`src/rtl/booth_pkg.sv`:
```
// Shared types and helpers for the sequential radix-4 Booth multiplier.
package booth_pkg;

  typedef enum logic [1:0] {
    IDLE = 2'd0,
    RUN  = 2'd1,
    DONE = 2'd2
  } state_t;

  // Digit select: |d| = 1 (single) or 2 (twice), sign from neg.
  typedef struct packed {
    logic neg;
    logic twice;
    logic single;
  } booth_sel_t;

  // Booth digits retired for a W-bit operand; unsigned needs one extra digit.
  function automatic int unsigned n_digits(input int unsigned w, input logic sgn);
    return sgn ? (w / 2) : (w / 2 + 1);
  endfunction

endpackage

```
`src/rtl/booth_digit_encoder.sv`:
```
// Radix-4 Booth recoder: one multiplier bit triplet to a digit select.
module booth_digit_encoder
  import booth_pkg::*;
(
  input  logic [2:0] triplet,
  output booth_sel_t sel_c
);

  // Triplet 111 maps to a plain zero, so neg is suppressed there.
  always_comb begin
    sel_c        = '0;
    sel_c.single = triplet[1] ^ triplet[0];
    sel_c.twice  = (triplet == 3'b100) | (triplet == 3'b011);
    sel_c.neg    = triplet[2] & ~(triplet[1] & triplet[0]);
  end

endmodule

```
`src/rtl/booth_seq_mult.sv`:
```
// Iterative radix-4 Booth multiplier: one digit per clock, valid/ready on both sides.
module booth_seq_mult
  import booth_pkg::*;
#(
  parameter int unsigned W = 8
) (
  input  logic             clk,
  input  logic             rst,
  input  logic             in_valid,
  output logic             in_ready,
  input  logic             in_signed,
  input  logic [W-1:0]     in_x,
  input  logic [W-1:0]     in_y,
  output logic             out_valid,
  input  logic             out_ready,
  output logic [2*W-1:0]   out_p,
  output logic             busy
);

  localparam int unsigned XW = W + 3;
  localparam int unsigned YW = W + 2;
  localparam int unsigned SW = W + 3;
  localparam int unsigned AW = 2 * W + 2;
  localparam int unsigned KW = $clog2(W / 2 + 2);
  // The extra unsigned digit lands exactly on the final alignment, so it adds without shifting.
  localparam logic [KW-1:0] K_NOSHIFT = KW'(W / 2);

  state_t          state_q, state_d;
  logic [XW-1:0]   xs_q;
  logic [YW-1:0]   y_q;
  logic            sgn_q;
  logic [AW-1:0]   acc_q;
  logic [KW-1:0]   k_q;

  booth_sel_t      sel;
  logic            accept;
  logic            last;
  logic [SW-1:0]   sel_mag;
  logic [SW-1:0]   addend;
  logic [SW-1:0]   sum;
  logic [AW-1:0]   acc_step;

  booth_digit_encoder u_enc (
    .triplet (xs_q[2:0]),
    .sel_c   (sel)
  );

  assign in_ready = (state_q == IDLE);
  assign accept   = in_valid & in_ready;
  assign last     = (k_q == KW'(n_digits(W, sgn_q) - 1));
  assign out_p    = acc_q[2*W-1:0];

  // The accumulator high part carries the running sum scaled so each digit adds at a fixed position.
  always_comb begin
    sel_mag = '0;
    if (sel.twice) begin
      sel_mag = {y_q, 1'b0};
    end else if (sel.single) begin
      sel_mag = {y_q[YW-1], y_q};
    end
    addend   = sel.neg ? ~sel_mag : sel_mag;
    sum      = {acc_q[AW-1], acc_q[AW-1:W]} + addend + SW'(sel.neg);
    acc_step = (k_q != K_NOSHIFT) ? {sum[SW-1], sum, acc_q[W-1:2]}
                                  : {sum[SW-2:0], acc_q[W-1:0]};
  end

  always_comb begin
    state_d = state_q;
    unique case (state_q)
      IDLE:    if (in_valid) state_d = RUN;
      RUN:     if (last) state_d = DONE;
      DONE:    if (out_ready) state_d = IDLE;
      default: state_d = IDLE;
    endcase
  end

  always_ff @(posedge clk or posedge rst) begin
    if (rst) begin
      state_q   <= IDLE;
      out_valid <= 1'b0;
      busy      <= 1'b0;
    end else begin
      state_q   <= state_d;
      out_valid <= (state_d == DONE);
      busy      <= (state_d != IDLE);
    end
  end

  // Operand capture at accept, then one Booth digit retired per RUN cycle.
  always_ff @(posedge clk or posedge rst) begin
    if (rst) begin
      xs_q  <= '0;
      y_q   <= '0;
      sgn_q <= 1'b0;
      acc_q <= '0;
      k_q   <= '0;
    end else if (accept) begin
      xs_q  <= in_signed ? {{2{in_x[W-1]}}, in_x, 1'b0} : {2'b00, in_x, 1'b0};
      y_q   <= in_signed ? {{2{in_y[W-1]}}, in_y} : {2'b00, in_y};
      sgn_q <= in_signed;
      acc_q <= '0;
      k_q   <= '0;
    end else if (state_q == RUN) begin
      xs_q  <= {2'b00, xs_q[XW-1:2]};
      acc_q <= acc_step;
      k_q   <= k_q + KW'(1);
    end
  end

endmodule

```
`config.mk`:
```
export PLATFORM = sky130hd
export DESIGN_NAME = booth_seq_mult
export DESIGN_NICKNAME = d
export VERILOG_FILES = /design/src/rtl/booth_pkg.sv /design/src/rtl/booth_digit_encoder.sv /design/src/rtl/booth_seq_mult.sv
export SDC_FILE = /design/constraint.sdc
export NUM_CORES = 1
export LEC_CHECK = 0
export BUFFER_PORTS_ARGS = -buffer_cell sky130_fd_sc_hd__buf_2
export CAP_MARGIN = 25
export CORE_UTILIZATION = 30
export DETAILED_ROUTE_END_ITERATION = 6
export SETUP_SLACK_MARGIN = 0.02
export SLEW_MARGIN = 10
export SYNTH_ARGS = -nofsm -noshare
export SYNTH_HDL_FRONTEND = slang
export SYNTH_SLANG_ARGS = --single-unit
```
`constraint.sdc`:
```
create_clock -name clk -period 9.7 [get_ports clk]
set_input_delay 0.485 -clock clk [delete_from_list [all_inputs] [get_ports clk]]
set_output_delay 0.485 -clock clk [all_outputs]
set_load 0.05 [all_outputs]
```
==> flow_results.xml <==
<?xml version="1.0" encoding="UTF-8"?>
<metrics>
  <group name="finish">
    <metric name="drive_above_1_share" unit="%">14.96</metric>
    <metric name="antennaDiodeCount" unit="">0</metric>
    <metric name="design.final.nets" unit="">397</metric>
    <metric name="finalNonFillerCells" unit="">472</metric>
    <metric name="area.growth.synth_to_final" unit="%">10.02</metric>
    <metric name="multi_input_area" unit="um^2">1479</metric>
    <metric name="fillers" unit="">980</metric>
    <metric name="area_occupied_by_registers" unit="um^2">1126</metric>
  </group>
  <group name="route">
    <metric name="routed.top_layer" unit="">met4</metric>
    <metric name="antenna_left" unit="">0</metric>
    <metric name="drt-wirelength-per-cell" unit="um">13.78</metric>
    <metric name="first_iter_violations" unit="">108</metric>
    <metric name="drcViolationCount" unit="">0</metric>
    <metric name="routed_wirelength" unit="mm">6.502</metric>
    <metric name="drt_pre_antenna_iters" unit="">4</metric>
    <metric name="met3RoutedLength" unit="um">352</metric>
    <metric name="routed_wire_length_on_met2" unit="mm">2.943</metric>
    <metric name="routed-via-count" unit="">2427</metric>
    <metric name="route.layer.met1.wl" unit="mm">3.112</metric>
    <metric name="vias_per_cell" unit="">5.142</metric>
  </group>
  <group name="synth">
    <metric name="synth.area.top_cells" unit="">dfrtp_1 40%, nand2_1 11%, ha_1 6.2%</metric>
    <metric name="yosys-top-cells-count" unit="">83 x nand2_1, 45 x dfrtp_1, 22 x nor2_1, 21 x a21oi_1, 21 x o21ai_0</metric>
    <metric name="synth_sequential_area_ratio" unit="%">39.72</metric>
    <metric name="synth.avg_cell_area" unit="um^2">8.242</metric>
    <metric name="synth_warnings" unit="">0</metric>
    <metric name="synth_nets" unit="">380</metric>
    <metric name="netlist_area" unit="um^2">2835</metric>
    <metric name="netlist-cell-type-count" unit="">43</metric>
    <metric name="yosysMostFrequentCell" unit="">nand2_1</metric>
    <metric name="synth.largest_area_cell" unit="">dfrtp_1</metric>
    <metric name="cells_after_synth" unit="">344</metric>
    <metric name="synth_flop_cell" unit="">dfrtp_1</metric>
    <metric name="number_of_flops_mapped_to_enable_cells_by_yosys" unit="">0</metric>
    <metric name="ys_seq_elements" unit="">45</metric>
    <metric name="async_sr_flop_fraction" unit="%">100.0</metric>
    <metric name="post-synth-top-area-fraction" unit="%">39.72</metric>
  </group>
  <group name="sta">
    <metric name="setup-tns-final" unit="ps">0</metric>
    <metric name="setup_viol" unit="">0</metric>
    <metric name="slew_headroom" unit="%">43.70</metric>
    <metric name="count_of_final_hold_check_violations" unit="">0</metric>
    <metric name="fin_crit" unit="ps">3555</metric>
    <metric name="report.final.slew_viol_count" unit="">0</metric>
    <metric name="fin_crit_sh" unit="%">36.64</metric>
    <metric name="rsz0062_at_grt" unit="">no</metric>
    <metric name="finalClockSkew" unit="ps">7.146</metric>
    <metric name="worst_pin_slew" unit="ps">841.4</metric>
    <metric name="max_freq" unit="MHz">281.3</metric>
  </group>
  <group name="critical_path">
    <metric name="worst-setup-path-type" unit="">reg2reg</metric>
    <metric name="critical_path_peak_fanout" unit="">15</metric>
    <metric name="required" unit="ps">9890</metric>
    <metric name="crit_path_end_kind" unit="">register</metric>
    <metric name="arrival" unit="ps">3750</metric>
    <metric name="regToRegSetupSlack" unit="ps">6150</metric>
    <metric name="critPathLaunchType" unit="">register</metric>
  </group>
  <group name="clocking">
    <metric name="clock-root-buffer" unit="">clkbuf_8</metric>
    <metric name="cts_setup_buffers" unit="">0</metric>
    <metric name="ctsLongestPathBuffers" unit="">2</metric>
    <metric name="cts_tree" unit="">yes</metric>
    <metric name="tritoncts_num_sinks" unit="">45</metric>
    <metric name="numCtsBuffers" unit="">5</metric>
    <metric name="cts_hold_repair.buffers" unit="">0</metric>
    <metric name="clk_pin_slew" unit="ps">90</metric>
    <metric name="cts_resized" unit="">0</metric>
    <metric name="insertion_delay" unit="ps">300</metric>
    <metric name="cts-htree-levels" unit="">2</metric>
  </group>
  <group name="place">
    <metric name="dpl.hpwl" unit="mm">4.692</metric>
    <metric name="gp_routability_congestion" unit="">0.9044</metric>
    <metric name="place.detailed.instances" unit="">464</metric>
    <metric name="numPortBuffers" unit="">39</metric>
  </group>
  <group name="floorplanning">
    <metric name="initial_utilization" unit="%">30.83</metric>
    <metric name="io-pin-count" unit="">40</metric>
    <metric name="die_x" unit="um">99.22</metric>
    <metric name="chipHeight" unit="um">99.22</metric>
    <metric name="die-area" unit="um^2">9844</metric>
    <metric name="core" unit="um^2">9196</metric>
    <metric name="core.rowCount" unit="">35</metric>
  </group>
  <group name="grt">
    <metric name="globalRouteTotalUtil" unit="%">14.20</metric>
    <metric name="maximum_number_of_pins_on_one_net_before_global_route_repair" unit="">46</metric>
    <metric name="number_of_global_route_vias_before_repair" unit="">2330</metric>
    <metric name="grt_overflow_total" unit="">0</metric>
    <metric name="number_of_antenna_violations_at_the_first_check_in_global_routing" unit="">0</metric>
    <metric name="first_pass_grt_wire_length" unit="mm">11.15</metric>
  </group>
  <group name="job">
    <metric name="maxCapViolCount" unit="">0</metric>
  </group>
  <group name="hold_path">
    <metric name="min_path_type" unit="">in2async</metric>
  </group>
  <group name="status">
    <metric name="run_status" unit="">complete, no violations</metric>
  </group>
</metrics>
routing by layer:
layer / global-route usage (%) / up-vias
met5: 0 / -
met4: 4.186 / 0
met3: 3.162 / 8
met2: 23.24 / 58
met1: 18.78 / 1148
li1: - / 1213
flip-flops by register name (all words and copies together), names as in the netlist:
signal	cells
k_q	3
state_q	2
xs_q	10
acc_q	18
busy	1
y_q	9
sgn_q	1
out_valid	1
through the flow:
| stage | util [%] | setup slack, ps | hold slack (ps) | area, um^2 |
|---|---|---|---|---|
| detailed placement | 32.53 | 6282 | 467.0 | 2992 |
| global route | 33.92 | 5805 | 196.8 | 3119 |
| global placement | 32.53 | 6329 | 460.7 | 2992 |
| floorplan | - | 6545 | 446.3 | 2835 |
| CTS | 33.70 | 6248 | 356.6 | 3099 |
| finish | 33.92 | 6145 | 165.7 | 3119 |
layout make-up:
type / count / area share (%)
Multi-Input combinational cell: 257 / 47.41
Sequential cell: 45 / 36.10
Timing Repair Buffer: 42 / 7.381
Tap cell: 111 / 4.452
Clock buffer: 5 / 2.206
Clock inverter: 2 / 1.243
Inverter: 10 / 1.203
worst paths after layout:
kind                         start   endpoint  cells after the start
min reg2reg                xs_q[5]    xs_q[5]                      2
max                        xs_q[2]  acc_q[17]                     12
max reg2reg                xs_q[2]  acc_q[17]                     12
min                            rst   acc_q[1]                      2
min in group clk           in_y[0]     y_q[0]                      3
max in group asynchronous      rst     y_q[2]                      3
logic make-up after synthesis:
family,synth area share (%)
compound gates,19.55
buf+inv,8.120
xor+xnor,2.162
flops,39.72
simple gates,23.21
mux,0.3531
fa+ha+maj,6.884
cell usage in the layout (no fill, tap or decap), types with 6 or more instances in the layout:
cell type,synthesis,layout
a21oi_1,21,21
a22o_1,8,8
a22oi_1,6,6
buf_2,1,39
dfrtp_1,45,45
ha_1,14,14
inv_1,10,9
nand2_1,83,83
nand3_1,17,17
nor2_1,22,22
o21ai_0,21,21
o221ai_1,8,8
worst max-delay path, stage by stage, from the launching register on:
cell	delay, ps
dfrtp_1	610
nor2b_1	730
nand2_1	150
o221ai_1	130
nor2_1	60
a21oi_1	160
ha_1	340
a21oi_1	220
o211ai_1	120
and2_1	180
or4_4	480
a21oi_1	180
o21ai_1	80
Power is left out: the tool's default activity adds up to more than one toggle a clock period on the data nets, which glitch-free logic cannot reach.
